==> config.mk <==
export PLATFORM = sky130hd
export DESIGN_NAME = fcs_req_arbiter
export DESIGN_NICKNAME = d
export VERILOG_FILES = /design/src/rtl/fcs_pkg.sv /design/src/rtl/fcs_rr_pick.sv /design/src/rtl/fcs_req_arbiter.sv
export SDC_FILE = /design/constraint.sdc
export NUM_CORES = 1
export LEC_CHECK = 0
export CORE_ASPECT_RATIO = 1.1
export CORE_MARGIN = 2
export CORE_UTILIZATION = 47
export DETAILED_ROUTE_END_ITERATION = 8
export PLACE_DENSITY = 0.92
export SYNTH_ARGS = -nofsm -noshare
export SYNTH_HDL_FRONTEND = slang
export SYNTH_SLANG_ARGS = --single-unit
==> constraint.sdc <==
create_clock -name CLK -period 5.3 [get_ports CLK]
set_input_delay 0.795 -clock CLK [delete_from_list [all_inputs] [get_ports CLK]]
set_output_delay 0.795 -clock CLK [all_outputs]
set_load 0.05 [all_outputs]
==> src/rtl/fcs_pkg.sv <==
// Shared types and helpers for the FCS request arbiter and engine controller.
package fcs_pkg;

  typedef enum logic [2:0] {
    ST_IDLE,
    ST_ISSUE,
    ST_WAIT_ACK,
    ST_RUN,
    ST_FINISH,
    ST_REJECT
  } fcs_state_e;

  localparam int unsigned DEF_MAX_IN_WIDTH = 1024;
  localparam int unsigned DEF_MIN_IN_WIDTH = 64;

  function automatic int unsigned size_w(input int unsigned max_width);
    return $clog2(max_width);
  endfunction

  function automatic logic size_legal(input int unsigned size,
                                      input int unsigned min_w,
                                      input int unsigned max_w);
    return (size >= min_w) && (size <= max_w);
  endfunction

endpackage

==> src/rtl/fcs_rr_pick.sv <==
// Combinational round-robin picker: first set request at or above ptr_i, wrapping.
module fcs_rr_pick #(
  parameter  int unsigned NUM_REQ = 4,
  localparam int unsigned ID_W    = $clog2(NUM_REQ)
) (
  input  logic [NUM_REQ-1:0] req_i,
  input  logic [ID_W-1:0]    ptr_i,
  output logic               any_o,
  output logic [ID_W-1:0]    win_o
);

  logic [ID_W-1:0] idx;

  assign any_o = |req_i;

  // Scan from the farthest offset down so the nearest pending request wins.
  always_comb begin
    win_o = '0;
    idx   = '0;
    for (int k = int'(NUM_REQ) - 1; k >= 0; k--) begin
      idx = ID_W'((int'(ptr_i) + k) % int'(NUM_REQ));
      if (req_i[idx]) win_o = idx;
    end
  end

endmodule

==> src/rtl/fcs_req_arbiter.sv <==
// Round-robin arbiter sharing one FCS engine; screens sizes, starts the engine, tracks busy.
// States: IDLE pick, ISSUE start strobe, WAIT_ACK await busy, RUN engine working, FINISH/REJECT pulse.
module fcs_req_arbiter
  import fcs_pkg::*;
#(
  parameter  int unsigned NUM_REQ      = 4,
  parameter  int unsigned MAX_IN_WIDTH = DEF_MAX_IN_WIDTH,
  parameter  int unsigned MIN_IN_WIDTH = DEF_MIN_IN_WIDTH,
  parameter  int unsigned ACK_TIMEOUT  = 16,
  localparam int unsigned SIZE_W       = size_w(MAX_IN_WIDTH),
  localparam int unsigned ID_W         = $clog2(NUM_REQ)
) (
  input  logic                      CLK,
  input  logic                      RST,
  input  logic [NUM_REQ-1:0]        req_valid,
  input  logic [NUM_REQ*SIZE_W-1:0] req_size,
  output logic [NUM_REQ-1:0]        grant,
  output logic [ID_W-1:0]           active_id,
  output logic                      fcs_valid,
  output logic [SIZE_W-1:0]         fcs_size,
  input  logic                      fcs_busy,
  output logic [NUM_REQ-1:0]        done,
  output logic [NUM_REQ-1:0]        err,
  output logic                      arb_busy
);

  localparam int unsigned CNT_W = (ACK_TIMEOUT > 1) ? $clog2(ACK_TIMEOUT) : 1;
  localparam logic [CNT_W-1:0] CNT_LAST = CNT_W'(ACK_TIMEOUT - 1);

  fcs_state_e         state_q;
  logic [NUM_REQ-1:0] grant_q, done_q, err_q;
  logic [ID_W-1:0]    owner_q, rr_ptr_q, rr_ptr_d;
  logic [SIZE_W-1:0]  fcs_size_q, sel_size_d;
  logic               fcs_valid_q;
  logic [CNT_W-1:0]   cnt_q;
  logic               any_req, size_ok_d;
  logic [ID_W-1:0]    pick_id;
  logic [NUM_REQ-1:0] pick_1h, owner_1h;
  logic [SIZE_W-1:0]  size_arr [NUM_REQ];

  for (genvar g = 0; g < NUM_REQ; g++) begin : g_unpack
    assign size_arr[g] = req_size[g*SIZE_W +: SIZE_W];
  end

  fcs_rr_pick #(.NUM_REQ(NUM_REQ)) u_pick (
    .req_i (req_valid),
    .ptr_i (rr_ptr_q),
    .any_o (any_req),
    .win_o (pick_id)
  );

  assign sel_size_d = size_arr[pick_id];
  assign size_ok_d  = size_legal(32'(sel_size_d), MIN_IN_WIDTH, MAX_IN_WIDTH);
  assign pick_1h    = NUM_REQ'(1) << pick_id;
  assign owner_1h   = NUM_REQ'(1) << owner_q;
  assign rr_ptr_d   = (owner_q == ID_W'(NUM_REQ - 1)) ? '0 : owner_q + ID_W'(1);

  always_ff @(posedge CLK or negedge RST) begin
    if (!RST) begin
      state_q     <= ST_IDLE;
      grant_q     <= '0;
      done_q      <= '0;
      err_q       <= '0;
      owner_q     <= '0;
      rr_ptr_q    <= '0;
      fcs_size_q  <= '0;
      fcs_valid_q <= 1'b0;
      cnt_q       <= '0;
    end else begin
      done_q      <= '0;
      err_q       <= '0;
      fcs_valid_q <= 1'b0;
      unique case (state_q)
        ST_IDLE: begin
          if (any_req) begin
            owner_q    <= pick_id;
            fcs_size_q <= sel_size_d;
            if (size_ok_d) begin
              state_q     <= ST_ISSUE;
              grant_q     <= pick_1h;
              fcs_valid_q <= 1'b1;
            end else begin
              state_q <= ST_REJECT;
              err_q   <= pick_1h;
            end
          end
        end
        ST_ISSUE: begin
          state_q <= ST_WAIT_ACK;
          cnt_q   <= '0;
        end
        ST_WAIT_ACK: begin
          if (fcs_busy) begin
            state_q <= ST_RUN;
            cnt_q   <= '0;
          end else if (cnt_q == CNT_LAST) begin
            state_q <= ST_FINISH;
            err_q   <= owner_1h;
            cnt_q   <= '0;
          end else begin
            cnt_q <= cnt_q + CNT_W'(1);
          end
        end
        ST_RUN: begin
          if (!fcs_busy) begin
            state_q <= ST_FINISH;
            done_q  <= owner_1h;
          end
        end
        ST_FINISH, ST_REJECT: begin
          state_q  <= ST_IDLE;
          grant_q  <= '0;
          rr_ptr_q <= rr_ptr_d;
        end
        default: state_q <= ST_IDLE;
      endcase
    end
  end

  assign grant     = grant_q;
  assign active_id = (grant_q != '0) ? owner_q : '0;
  assign fcs_valid = fcs_valid_q;
  assign fcs_size  = fcs_size_q;
  assign done      = done_q;
  assign err       = err_q;
  assign arb_busy  = (state_q != ST_IDLE);

endmodule

==> results of run 1 <==
## power by group
group / internal [mW] / leakage [nW] / switching, mW / total [mW]
sequential: 0.350 / 0.442 / 0.0811 / 0.431
clock: 0.105 / 0.0482 / 0.0940 / 0.199
combinational: 0.315 / 0.708 / 0.531 / 0.846
total: 0.770 / 1.20 / 0.706 / 1.48
## kinds of logic (layout without fill, tap and decap cells)
family / after synthesis / count (layout) / synth area share
simple gates: 63 / 63 / 0.167
compound gates: 48 / 48 / 0.157
flops: 34 / 34 / 0.456
mux: 26 / 26 / 0.147
buf+inv: 15 / 90 / 0.0402
fa+ha+maj: 5 / 5 / 0.0335
## worst reg2reg max path, cell delays in order, from the launching register on
cell and delay (ps):
dfrtp_1 470, mux2i_1 220, nor2_1 70, nor3_2 880, mux2_2 460, and4_4 240, or4_4 480, o21ai_2 60
## cells in the mapped netlist, types with 2 or more instances
master and n:
a21oi_1 7, mux2i_1 15, dfrtp_1 34, and2_1 5, clkbuf_1 4, nand2b_1 5
or3_1 2, nor3_1 2, o21ai_0 27, nand4_1 4, ha_1 5, nand2_1 28
mux2_2 11, nor2_1 10, inv_1 9, a21o_1 2, o22ai_1 3
## how the worst max path moves through the flow
stage | cells past startpoint | start | to | slack [ps]
detailed placement | 8 | req_valid[0] | grant[3]$_DFFE_PN0P_ | 1610
CTS | 8 | req_valid[0] | grant[3]$_DFFE_PN0P_ | 1920
finish | 8 | req_valid[0] | grant[3]$_DFFE_PN0P_ | 1910
global route | 8 | req_valid[0] | grant[2]$_DFFE_PN0P_ | 1740
floorplan | 10 | req_valid[0] | grant[3]$_DFFE_PN0P_ | 2590
global placement | 8 | req_valid[0] | grant[3]$_DFFE_PN0P_ | 1700
## stage by stage
step / cells / power (mW)
floorplan: 191 / 1.02
global placement: 310 / 1.26
detailed placement: 310 / 1.28
CTS: 318 / 1.48
global route: 318 / 1.58
finish: 318 / 1.48
## flip-flops by register name, summed over array words and instances, names as in the netlist
name and count:
err 4, rr_ptr_q 2, fcs_valid 1, owner_q 2, cnt_q 4, fcs_size 10, state_q 3, done 4
grant 4
## layout make-up
cell class / count / share of cell area
inverter: 9 / 0.0125
timing repair buffer: 73 / 0.269
multi-input combinational: 142 / 0.347
tap: 52 / 0.0240
sequential: 34 / 0.314
clock inverter: 1 / 0.00185
clock buffer: 7 / 0.0319
## metal layers
layer  up-vias  routed length [um]  track usage
met5         -                   0            0
li1        830                   -            -
met3        11                 285       0.0773
met1       774                1740        0.241
met4         0                 104        0.104
met2        62                2190        0.363
==> impl_metrics.py, run 1 <==
metrics = {
    "final_layout": {
        "fillers": 291,
        "seqCellArea_um2": 851,
        "final_common_cell": "clkdlybuf4s50_1",
        "layout_common_cells": "clkdlybuf4s50_1 (72), dfrtp_1 (34), nand2_1 (28)",
        "area_growth_syn_to_layout_pct": 45.2,
        "antenna_cells": 0,
        "final_util": 0.700,
        "drive_gt1_frac": 0.0940,
        "nets": 317,
        "final_area_um2": 2710,
        "multiInputGateArea_um2": 941,
    },
    "sta": {
        "setup_viol": 0,
        "worstMarginPinSlew_ps": 1080,
        "fin_crit_ps": 3390,
        "worst_slack_ps": 1910,
        "max_freq_ghz": 0.295,
        "max-slew-margin-rel": 0.274,
        "tns_ps": 0,
        "timing.final.crit_share": 0.639,
        "rsz0062_at_grt": "false",
        "drv_slew": 0,
        "finalHoldViolCount": 0,
        "finClkSkew_ps": 6.71,
        "whs_ps": 486,
    },
    "yosys": {
        "yosys.area.top_type": "dfrtp_1",
        "synth_fp_nets": 243,
        "avgSynthCellArea_um2": 9.77,
        "synth-edff-count": 0,
        "syn_inst": 191,
        "synth_top_area_share": 0.456,
        "syn-cell-area_um2": 1870,
        "ys_seq_area_frac": 0.456,
        "yosysWarningCount": 0,
        "ys_ff_latch": 34,
        "netlist_top_cells_area": "dfrtp_1 (46%), mux2i_1 (8.0%), o21ai_0 (7.2%)",
        "synth_cell_types": 35,
        "synthArstFlopShare": 1.00,
        "synth_ff_type": "dfrtp_1",
    },
    "cts": {
        "clkSinkCount": 34,
        "cts_buffers": 5,
        "cts_resized": 0,
        "path_clk_slew_ps": 70,
        "cts_tree": "built",
        "h-tree-depth": 2,
        "cts_setup_buffers": 0,
        "cts_root_buf": "clkbuf_8",
        "clock_latency_ps": 290,
        "hold_buffers": 0,
        "cts_max_path_buffers": 2,
    },
    "worst_setup_path": {
        "end_kind": "register",
        "rr_worst_depth": 7,
        "cp_cell_sequence": "clkdlybuf4s50_1, mux2i_1, nor2_1, nor3_2, mux2_2, and4_4, or4_4, o21ai_2",
        "worstPathRequired_ps": 5530,
        "critPathMaxFanout": 19,
        "path_delay_family": "simple AND/OR/NAND/NOR gates",
        "cpPeakStageDelay_ps": 880,
        "crit_type": "primary input to register",
        "cp_data_arrival_time_ps": 3610,
        "r2r-end": "grant[3]$_DFFE_PN0P_",
        "worst_r2r_startpoint": "rr_ptr_q[1]$_DFFE_PN0N_",
        "crit_slowest_cell": "nor3_2",
        "path_buf_inv": 1,
        "rrSetupSlack_ps": 2360,
        "start_kind": "primary input",
    },
    "die": {
        "start_util": 0.482,
        "die_w_um": 64.1,
        "core_um2": 3870,
        "fp.dieH_um": 70.1,
        "die_area_um2": 4490,
        "ioPinCount": 73,
        "rows": 24,
    },
    "min_path": {
        "hold_path_class": "register to register",
        "hold_depth": 2,
        "holdPathEnd": "fcs_size[0]$_DFFE_PN0P_",
        "holdCritStartpoint": "fcs_size[0]$_DFFE_PN0P_",
    },
    "power": {
        "peakVddDrop_mv": 0.285,
        "power.leakage_nw": 1.20,
        "power.density_nw_per_um2": 544,
    },
    "placement": {
        "io_buffers": 72,
        "routabilityCongestion": 0.808,
        "placed_area_um2": 2620,
        "hpwlAfterDp_um": 3320,
        "dp_slack_ps": 1610,
    },
    "grt": {
        "grt_max_degree": 35,
        "antenna_found_initial": 0,
        "grt_usage": 0.216,
        "grt_pass1_vias": 1692,
        "grt_pass1_wl_um": 7490,
        "grt_overflow": 0,
    },
    "routing": {
        "wl_um": 4320,
        "detailedRoute.firstPassIterationCount": 4,
        "vias": 1677,
        "ant_nets": 0,
        "drc_errors": 0,
        "drtIter0Drc": 93,
        "wl_per_cell_um": 13.6,
        "viasPerCell": 5.27,
    },
    "outcome": {
        "outcome": "completed",
    },
    "run": {
        "maxCapViolations": 0,
    },
}
(Power assumes the default switching activity.)
==> run 2: changes to the inputs <==
--- a/config.mk
+++ b/config.mk
@@ -7,9 +7,9 @@
 export LEC_CHECK = 0
 export CORE_ASPECT_RATIO = 1.1
 export CORE_MARGIN = 2
-export CORE_UTILIZATION = 47
+export CORE_UTILIZATION = 39
 export DETAILED_ROUTE_END_ITERATION = 8
-export PLACE_DENSITY = 0.92
+export PLACE_DENSITY = 0.83
 export SYNTH_ARGS = -nofsm -noshare
 export SYNTH_HDL_FRONTEND = slang
 export SYNTH_SLANG_ARGS = --single-unit
==> constraint.sdc (replaced) <==
create_clock -name CLK -period 2.9 [get_ports CLK]
set_input_delay 0.435 -clock CLK [delete_from_list [all_inputs] [get_ports CLK]]
set_output_delay 0.435 -clock CLK [all_outputs]
set_load 0.05 [all_outputs]
==> run 2 against run 1 <==
Combinational power rose by 87%; register-to-register slack got worse by 1900 ps; sequential power is 82% higher; count of clock-buffer cells in the layout unchanged; routed wire length decreased by 1.1%; sequential share of layout area shrank 0.49 points; largest cell class unchanged; total power is 84% higher; utilization decreased by 10 points; non-clock buffer count up 5; worst hold slack worse by 6.7 ps; global-route usage down 4.3 points.
==> impl_metrics.py, run 2 (synthesized netlist as in run 1, its figures left out) <==
metrics = {
    "outcome": {
        "outcome": "completed",
    },
    "cts": {
        "path_clk_slew_ps": 70,
        "h-tree-depth": 2,
        "cts_root_buf": "clkbuf_8",
        "cts_setup_buffers": 0,
        "cts_buffers": 5,
        "cts_tree": "built",
        "cts_resized": 0,
        "hold_buffers": 0,
        "clkSinkCount": 34,
        "clock_latency_ps": 280,
        "cts_max_path_buffers": 2,
    },
    "die": {
        "rows": 26,
        "die_area_um2": 5360,
        "die_w_um": 70.0,
        "core_um2": 4620,
        "ioPinCount": 73,
        "start_util": 0.404,
        "fp.dieH_um": 76.6,
    },
    "power": {
        "p_int_mw": 1.44,
        "swShare": 0.470,
        "power_mw": 2.71,
        "peakVddDrop_mv": 0.473,
        "power.density_nw_per_um2": 985,
        "p_comb_frac": 0.582,
        "power.leakage_nw": 1.22,
        "seq_power_share": 0.289,
        "clock_power_share": 0.129,
        "p_switching_mw": 1.27,
    },
    "placement": {
        "hpwlAfterDp_um": 3480,
        "io_buffers": 72,
        "placed_area_um2": 2660,
        "dp_slack_ps": -20.0,
        "routabilityCongestion": 0.802,
    },
    "final_layout": {
        "final_area_um2": 2750,
        "antenna_cells": 0,
        "largest_register_ff_count": 10,
        "final_common_cell": "clkdlybuf4s50_1",
        "nets": 322,
        "fillers": 419,
        "area_growth_syn_to_layout_pct": 47.5,
        "drive_gt1_frac": 0.111,
        "final_util": 0.596,
        "layout_common_cells": "clkdlybuf4s50_1 (72), dfrtp_1 (34), nand2_1 (28)",
    },
    "grt": {
        "grt_pass1_vias": 1612,
        "antenna_found_initial": 0,
        "grt_usage": 0.173,
        "grt_max_degree": 35,
        "grt_overflow": 0,
        "grt_pass1_wl_um": 7340,
    },
    "run": {
        "maxCapViolations": 0,
    },
    "worst_setup_path": {
        "crit_end": "grant[0]$_DFFE_PN0P_",
        "cp_cell_sequence": "clkdlybuf4s50_1, a21oi_1, o21a_1, o22ai_4, mux2i_1, mux2_2, and4_4, a211oi_2, o22ai_1",
        "end_kind": "register",
        "rrSetupSlack_ps": 460,
        "critPathMaxFanout": 10,
        "start_kind": "primary input",
        "cpPeakStageDelay_ps": 540,
        "worst_r2r_startpoint": "rr_ptr_q[1]$_DFFE_PN0N_",
        "r2r-end": "grant[0]$_DFFE_PN0P_",
        "crit_slowest_cell": "clkdlybuf4s50_1",
        "crit_type": "primary input to register",
        "path_buf_inv": 1,
        "startpoint": "req_valid[0]",
        "cp_data_arrival_time_ps": 2770,
        "cp.depth": 9,
        "worstPathRequired_ps": 3050,
        "rr_worst_depth": 7,
        "path_delay_family": "compound AO/OA/AOI/OAI gates",
    },
    "sta": {
        "drv_slew": 0,
        "max_freq_ghz": 0.381,
        "finalHoldViolCount": 0,
        "rsz0062_at_grt": "false",
        "finClkSkew_ps": 6.53,
        "max-slew-margin-rel": 0.653,
        "worstMarginPinSlew_ps": 519,
        "worst_slack_ps": 274,
        "setup_viol": 0,
        "fin_crit_ps": 2630,
        "timing.final.crit_share": 0.906,
    },
    "routing": {
        "drtIter0Drc": 79,
        "wl_um": 4270,
        "ant_nets": 0,
        "detailedRoute.firstPassIterationCount": 4,
        "vias": 1675,
        "wl_per_cell_um": 13.1,
        "drc_errors": 0,
        "viasPerCell": 5.12,
    },
    "min_path": {
        "hold_path_class": "register to register",
    },
}
==> run 2: changes by cell type in the layout (fill, tap and decap cells not counted) <==
cell	previous run	this run
buf_4	1	6
==> run 2: how the worst min path moves through the flow <==
| stage | start | endpoint | slack (ps) | depth (start not counted) |
|---|---|---|---|---|
| 2_1_floorplan | RST | cnt_q[0]$_DFFE_PN0P_ | 140 | 0 |
| 3_3_place_gp | fcs_size[3]$_DFFE_PN0P_ | fcs_size[3]$_DFFE_PN0P_ | 460 | 2 |
| 3_5_place_dp | fcs_size[8]$_DFFE_PN0P_ | fcs_size[8]$_DFFE_PN0P_ | 470 | 2 |
| 4_1_cts | fcs_size[8]$_DFFE_PN0P_ | fcs_size[8]$_DFFE_PN0P_ | 490 | 2 |
| 5_1_grt | fcs_size[3]$_DFFE_PN0P_ | fcs_size[3]$_DFFE_PN0P_ | 530 | 2 |
| 6_report | fcs_size[8]$_DFFE_PN0P_ | fcs_size[8]$_DFFE_PN0P_ | 480 | 2 |
==> run 2: metal layers <==
layer / vias up / wire length [um] / global-route usage
met2: 55 / 2360 / 0.319
met3: 6 / 253 / 0.0516
met4: 0 / 66 / 0.0635
met1: 778 / 1590 / 0.183
met5: - / 0 / 0
li1: 836 / - / -
==> run 2: power by group through the flow <==
stage	registers, mW	logic [mW]	clock network (mW)
after global routing	0.806	1.71	0.385
after floorplan	1.13	0.738	0
after CTS	0.783	1.60	0.364
final	0.783	1.58	0.351
after detailed placement	0.790	1.60	0
after global placement	0.780	1.56	0
==> run 2: worst min-delay path: stages, from the launching register on <==
cell and delay, ps:
dfrtp_1 340, nand2_1 40, o21ai_0 60
==> run 2: area by class of cell <==
class                   count  area [um^2]  share of cell area
multi-input cells         142          941               0.342
flip-flops and latches     34          851               0.309
repair buffers             78          766               0.278
clock buffers               7         86.3              0.0314
well taps                  56         70.1              0.0255
inverters                   9         33.8              0.0123
clock inverters             1         5.00             0.00182
==> run 2: per-stage QoR <==
stage          cells  hold slack (ps)  setup TNS (ps)
2_1_floorplan    191              139               0
3_3_place_gp     319              463               0
3_5_place_dp     319              470           -51.2
4_1_cts          327              486               0
5_1_grt          327              531               0
6_report         327              479               0
